===== src/rtl/core_pkg.sv =====
// Shared core types for the writeback port arbiter.
// Register/data widths, write-port source tag, LLU FIFO entry.
package core_pkg;

  localparam int DATA_WIDTH     = 32;
  localparam int REG_ADDR_WIDTH = 5;

  typedef enum logic [1:0] {
    SRC_NONE = 2'd0,
    SRC_PIPE = 2'd1,
    SRC_LLU  = 2'd2
  } rf_src_e;

  typedef struct packed {
    logic [REG_ADDR_WIDTH-1:0] rd;
    logic [DATA_WIDTH-1:0]     data;
  } llu_entry_t;

endpackage


===== src/rtl/wb_llu_fifo.sv =====
// LLU result FIFO; DEPTH entries (power of two, >=2).
// Ports: push_i/din_i, pop_i/head_o, full_o, empty_o, count_o,
// entries_o/valid_o expose all slots for hazard compare.
module wb_llu_fifo
  import core_pkg::*;
#(
  parameter int DEPTH = 4,
  localparam int PW   = $clog2(DEPTH)
) (
  input  logic                   clk,
  input  logic                   rst_n,
  input  logic                   push_i,
  input  llu_entry_t             din_i,
  input  logic                   pop_i,
  output llu_entry_t             head_o,
  output logic                   full_o,
  output logic                   empty_o,
  output logic [PW:0]            count_o,
  output llu_entry_t [DEPTH-1:0] entries_o,
  output logic [DEPTH-1:0]       valid_o
);

  llu_entry_t [DEPTH-1:0] mem_q;
  logic [PW-1:0]          wr_q, rd_q;
  logic [PW:0]            cnt_q, cnt_d;
  logic                   do_push, do_pop;

  assign full_o    = (cnt_q == (PW+1)'(DEPTH));
  assign empty_o   = (cnt_q == '0);
  assign count_o   = cnt_q;
  assign head_o    = mem_q[rd_q];
  assign entries_o = mem_q;

  assign do_push = push_i && !full_o;
  assign do_pop  = pop_i && !empty_o;

  always_comb begin
    cnt_d = cnt_q;
    case ({do_push, do_pop})
      2'b10:   cnt_d = cnt_q + 1'b1;
      2'b01:   cnt_d = cnt_q - 1'b1;
      default: cnt_d = cnt_q;
    endcase
  end

  // Slot i is live when its distance from the read pointer
  // is below the occupancy.
  for (genvar i = 0; i < DEPTH; i++) begin : g_valid
    logic [PW-1:0] off;
    assign off        = PW'(i) - rd_q;
    assign valid_o[i] = ({1'b0, off} < cnt_q);
  end

  always_ff @(posedge clk or negedge rst_n) begin
    if (!rst_n) begin
      mem_q <= '0;
      wr_q  <= '0;
      rd_q  <= '0;
      cnt_q <= '0;
    end else begin
      if (do_push) begin
        mem_q[wr_q] <= din_i;
        wr_q        <= wr_q + 1'b1;
      end
      if (do_pop) rd_q <= rd_q + 1'b1;
      cnt_q <= cnt_d;
    end
  end

endmodule


===== src/rtl/wb_port_arbiter.sv =====
// Register-file write port arbiter: pipe WB wins, LLU results queue.
// Ports: pipe_*_i, llu_*_i/llu_ready_o, query_*_i/hazard_o, rf_*_o,
// stall_req_o. Optional macro WBARB_BYPASS_EN: 0-cycle LLU bypass.
module wb_port_arbiter
  import core_pkg::*;
#(
  parameter int DEPTH        = 4,
  parameter int STARVE_LIMIT = 8
) (
  input  logic                      clk,
  input  logic                      rst_n,
  input  logic                      pipe_we_i,
  input  logic [REG_ADDR_WIDTH-1:0] pipe_rd_i,
  input  logic [DATA_WIDTH-1:0]     pipe_data_i,
  input  logic                      llu_valid_i,
  input  logic [REG_ADDR_WIDTH-1:0] llu_rd_i,
  input  logic [DATA_WIDTH-1:0]     llu_data_i,
  output logic                      llu_ready_o,
  input  logic [REG_ADDR_WIDTH-1:0] query_rs1_i,
  input  logic [REG_ADDR_WIDTH-1:0] query_rs2_i,
  input  logic [REG_ADDR_WIDTH-1:0] query_rd_i,
  output logic                      hazard_o,
  output logic                      rf_we_o,
  output logic [REG_ADDR_WIDTH-1:0] rf_waddr_o,
  output logic [DATA_WIDTH-1:0]     rf_wdata_o,
  output rf_src_e                   rf_src_o,
  output logic                      stall_req_o
);

  localparam int PW = $clog2(DEPTH);
  localparam int CW = $clog2(STARVE_LIMIT + 1);

  llu_entry_t             head, din;
  llu_entry_t [DEPTH-1:0] ents;
  logic [DEPTH-1:0]       vld;
  logic [PW:0]            fcnt;
  logic                   full, empty;
  logic                   pipe_act, push, pop, byp;
  logic [CW-1:0]          starve_q, starve_d;
  logic                   stall_q, stall_d;

  assign pipe_act    = pipe_we_i && (pipe_rd_i != '0);
  assign llu_ready_o = !full;
  assign pop         = !pipe_act && !empty;

`ifdef WBARB_BYPASS_EN
  assign byp = empty && !pipe_act && llu_valid_i
            && llu_ready_o && (llu_rd_i != '0);
`else
  assign byp = 1'b0;
`endif

  // rd==x0 results are acknowledged but dropped here.
  assign push = llu_valid_i && llu_ready_o
             && (llu_rd_i != '0) && !byp;
  assign din  = '{rd: llu_rd_i, data: llu_data_i};

  wb_llu_fifo #(.DEPTH(DEPTH)) u_fifo (
    .clk      (clk),
    .rst_n    (rst_n),
    .push_i   (push),
    .din_i    (din),
    .pop_i    (pop),
    .head_o   (head),
    .full_o   (full),
    .empty_o  (empty),
    .count_o  (fcnt),
    .entries_o(ents),
    .valid_o  (vld)
  );

  always_comb begin
    rf_we_o    = 1'b0;
    rf_waddr_o = '0;
    rf_wdata_o = '0;
    rf_src_o   = SRC_NONE;
    if (pipe_act) begin
      rf_we_o    = 1'b1;
      rf_waddr_o = pipe_rd_i;
      rf_wdata_o = pipe_data_i;
      rf_src_o   = SRC_PIPE;
    end else if (!empty) begin
      rf_we_o    = 1'b1;
      rf_waddr_o = head.rd;
      rf_wdata_o = head.data;
      rf_src_o   = SRC_LLU;
    end else if (byp) begin
      rf_we_o    = 1'b1;
      rf_waddr_o = llu_rd_i;
      rf_wdata_o = llu_data_i;
      rf_src_o   = SRC_LLU;
    end
  end

  // The head being popped this cycle is still a valid slot.
  always_comb begin
    hazard_o = 1'b0;
    for (int i = 0; i < DEPTH; i++) begin
      if (vld[i] && (
          (query_rs1_i != '0 && ents[i].rd == query_rs1_i) ||
          (query_rs2_i != '0 && ents[i].rd == query_rs2_i) ||
          (query_rd_i  != '0 && ents[i].rd == query_rd_i)))
        hazard_o = 1'b1;
    end
  end

  always_comb begin
    starve_d = starve_q;
    if (pop || fcnt == '0) starve_d = '0;
    else if (starve_q != CW'(STARVE_LIMIT))
      starve_d = starve_q + 1'b1;
  end

  always_comb begin
    stall_d = stall_q;
    if (pop) stall_d = 1'b0;
    else if (starve_q == CW'(STARVE_LIMIT)) stall_d = 1'b1;
  end

  assign stall_req_o = stall_q;

  always_ff @(posedge clk or negedge rst_n) begin
    if (!rst_n) begin
      starve_q <= '0;
      stall_q  <= 1'b0;
    end else begin
      starve_q <= starve_d;
      stall_q  <= stall_d;
    end
  end

endmodule


===== config.mk =====
export PLATFORM = sky130hd
export DESIGN_NAME = wb_port_arbiter
export DESIGN_NICKNAME = d
export VERILOG_FILES = /design/src/rtl/core_pkg.sv /design/src/rtl/wb_llu_fifo.sv /design/src/rtl/wb_port_arbiter.sv
export SDC_FILE = /design/constraint.sdc
export NUM_CORES = 1
export LEC_CHECK = 0
export ABC_AREA = 0
export BUFFER_PORTS_ARGS = -buffer_cell sky130_fd_sc_hd__buf_2
export CAP_MARGIN = 20
export CORE_ASPECT_RATIO = 1.5
export CORE_MARGIN = 4
export CORE_UTILIZATION = 53
export CTS_BUF_LIST = sky130_fd_sc_hd__clkbuf_4
export CTS_CLUSTER_DIAMETER = 200
export DETAILED_ROUTE_END_ITERATION = 8
export GPL_TIMING_DRIVEN = 1
export PLACE_DENSITY = 0.73
export SETUP_SLACK_MARGIN = 0.3
export SLEW_MARGIN = 25
export SYNTH_ARGS = -nofsm -noshare
export SYNTH_HDL_FRONTEND = slang
export SYNTH_SLANG_ARGS = --single-unit

===== constraint.sdc =====
create_clock -name clk -period 2.5 [get_ports clk]
set_input_delay 0.25 -clock clk [delete_from_list [all_inputs] [get_ports clk]]
set_output_delay 0.25 -clock clk [all_outputs]
set_load 0.05 [all_outputs]

==> impl_results.md <==
* Outcome: completed
* Type of the worst setup path: flip-flop to output pin
* Net Switching at 5.800 mW
* Register area share after synthesis at 44.73%
* Via Count at 5,733
* Placed insts at 910
* Ys Warns at 0
* Post-route ant nets at 0
* CP Depth at 4
* Flop2flop setup slack at 0.51 ns
* Clk slew on worst S/H paths at 0.14 ns
* Reg2Reg Depth at 7
* Max_cap viols at 0
* Num CTS Buffers at 17
* Type of origin of the critical path: flip-flop
* Nets at 868
* Number of DRC markers in iteration 0 at 298
* Mean Syn Cell Area at 15.04 µm²
* Drt wl/cell at 22.19 µm
* CTS sink cnt at 160
* Clock skew at 0.02383 ns
* Input/output buffers at 135
* Final min period at 2.466 ns
* Fmax at 0.4056 GHz
* Slew @ Worst Pin at 0.5793 ns
* Most common cell after layout, fill and taps aside: dfrtp_1
* Fin crit share at 98.63%
* Combinational Power Share at 55.5%
* Static leakage at 5.089 nW
* WP buf/inv at 2
* Die Y-Extent at 167.2 µm
* Die Wd at 114.1 µm
* Crit-path max cell delay at 0.55 ns
* Row count at 57
* Area of the core at 16,400 µm²
* GP Congestion at 0.8719
* TritonCTS clock tree: done
* Final Setup Violations at 0
* Final design utilization at 65.83%
* Tot Pwr at 14.87 mW
* Worst path slowest cell: mux4_2
* Drt drc at 0
* Latest clock arrival within the worst-skew pair at 0.54 ns
* Root Buffer: clkbuf_4
* FF+latch count, synth at 160
* Dpl ws at 0.1471 ns
* Worst vdd ir at 0.8935 mV
* Share of cells above drive strength 1 at 51.93%
* Internal power at 9.070 mW
* Top cells by area, synth: dfrtp_1, mux2_4, mux4_2, xnor2_1, a22o_1
* Crit-path cells: buf_12, mux4_2, a22o_1, buf_6
* Total grt overflow at 0
* Initial Util at 54.57%
* Worst hold path class: input port to async pin
* Vias per cell at 5.832
* Vias in the first global route at 6,496
* Clock Tree Buf Depth at 2
* Placed Area at 9834 µm²
* DP HPWL at 15,260 µm
* Most frequent cells in the layout: dfrtp_1, mux2_4, buf_2
* Syn nets at 700
* PD cells at 1377 nW/µm²
* RSZ-0062 raised after global routing: yes
* Mapped Area at 8951 µm²
* Tot GR Track Use at 23.73%
* Slew Viols, Final at 0
* Setup TNS at 0 ns
* H-tree depth at 4
* Setup ws final at 0.03436 ns
* Die Area at 19,080 µm²
* Critical Path Sink Type: output pin
* Crit-path leading delay family: multiplexers
* Synth top area share at 44.73%
* Final hold slack at 0.2482 ns
* Crit path DAT at 2.22 ns
* Post-synth top area cell: dfrtp_1
* Switching part of the total at 39.01%
* Total Routed Length at 21,810 µm
* Io pins at 136
* Area delta synth->final at 20.63%
* Non-Filler Instances at 983
* Relative slew slack at 61.38%
* Final Hold Fails at 0
* Flop pwr share at 33.8%
* Cell area after layout at 10,800 µm²
* Antenna violations before repair at 1
* Largest net degree at the start of global routing at 68
* Critical-path maximum fanout at 13
* Worst EP required at 2.25 ns
* Library cells used by synthesis at 32
* Detailed Routing Iterations Pass 1 at 4
* Global-route wire length before repair at 35,310 µm
* Clock share of power at 10.8%
* Gate Count Post-Synth at 595
-- cell usage after synthesis (all sizes together) --
master / count
ha: 11
o32ai: 4
xnor2: 40
o21a: 1
o21ai: 3
a22o: 37
nor3: 1
nand3: 14
inv: 10
nor2: 12
nand2b: 3
mux2i: 1
or4: 5
xor2: 29
o211a: 1
clkbuf: 22
dfrtp: 160
nand2: 10
mux4: 37
buf: 26
mux2: 148
fa: 1
nor4: 12
a21oi: 6
nand4: 1
-- power groups by stage --
| stage | clock [mW] | combinational [mW] | sequential [mW] |
|---|---|---|---|
| detailed placement | 0 | 7.68 | 5.05 |
| finish | 1.60 | 8.25 | 5.02 |
| floorplan | 0 | 6.44 | 4.57 |
| global route | 1.77 | 8.75 | 5.16 |
| CTS | 1.65 | 8.29 | 5.00 |
| global placement | 0 | 7.52 | 4.93 |
-- flip-flops by register name, summed over array words and instances (netlist names) --
name / cells
starve_q: 4
u_fifo.rd_q: 2
u_fifo.wr_q: 2
u_fifo.count_o: 3
u_fifo.entries_o: 148
stall_req_o: 1
-- cell type report --
class / instances / area, µm²
repair buffers: 197 / 1569
well taps: 206 / 257.7
diodes: 1 / 2.502
multi-input cells: 377 / 4619
flip-flops and latches: 160 / 4013
fillers: 1181 / 5605
clock inverters: 13 / 153.9
clock buffers: 19 / 142.6
inverters: 10 / 40.04
-- per-layer routing --
| metal | track usage [%] | vias up | part of all wire, % |
|---|---|---|---|
| li1 | - | 2520 | - |
| met1 | 28.71 | 3002 | 39 |
| met2 | 42.15 | 170 | 54 |
| met3 | 3.646 | 41 | 3.7 |
| met4 | 9.199 | 0 | 3.3 |
| met5 | 0 | - | 0 |
-- worst reg2reg max path, cell delays in order, from the launching register on --
cell	delay [ns]
dfrtp_2	0.49
inv_1	0.17
nand3_4	0.10
o211a_1	0.17
buf_4	0.22
nand2_8	0.21
buf_12	0.18
mux2_2	0.34
-- cell families after synthesis --
kind of cell               count (synthesis)  share of synthesized area (%)
muxes                                    186                          33.07
adders and majority gates                 12                          1.761
buffers and inverters                     58                          4.920
DFF                                      160                          44.73
xor gates and xnor gates                  69                          6.751
AOI/OAI and AO/OA                         52                          4.711
and+or+nand+nor                           58                          4.054
-- path summary, 6_finish.rpt --
kind / start / end
hold reg to reg: u_fifo.entries_o[21] / u_fifo.entries_o[21]
hold / removal: rst_n / u_fifo.entries_o[58]
max in group asynchronous: rst_n / u_fifo.entries_o[133]
min in group clk: llu_valid_i / u_fifo.count_o[0]
setup / recovery: u_fifo.rd_q[0] / rf_wdata_o[21]
setup reg to reg: u_fifo.count_o[0] / u_fifo.entries_o[133]
-- timing repair --
item,4_1_cts,5_1_grt
buffers inserted,1,0
hold endpoints to repair,200,0
endpoints found under the setup margin,40,41
hold buffers,39,0
pin swaps,1,3
resized for setup,69,8
(Power assumes the default switching activity.)
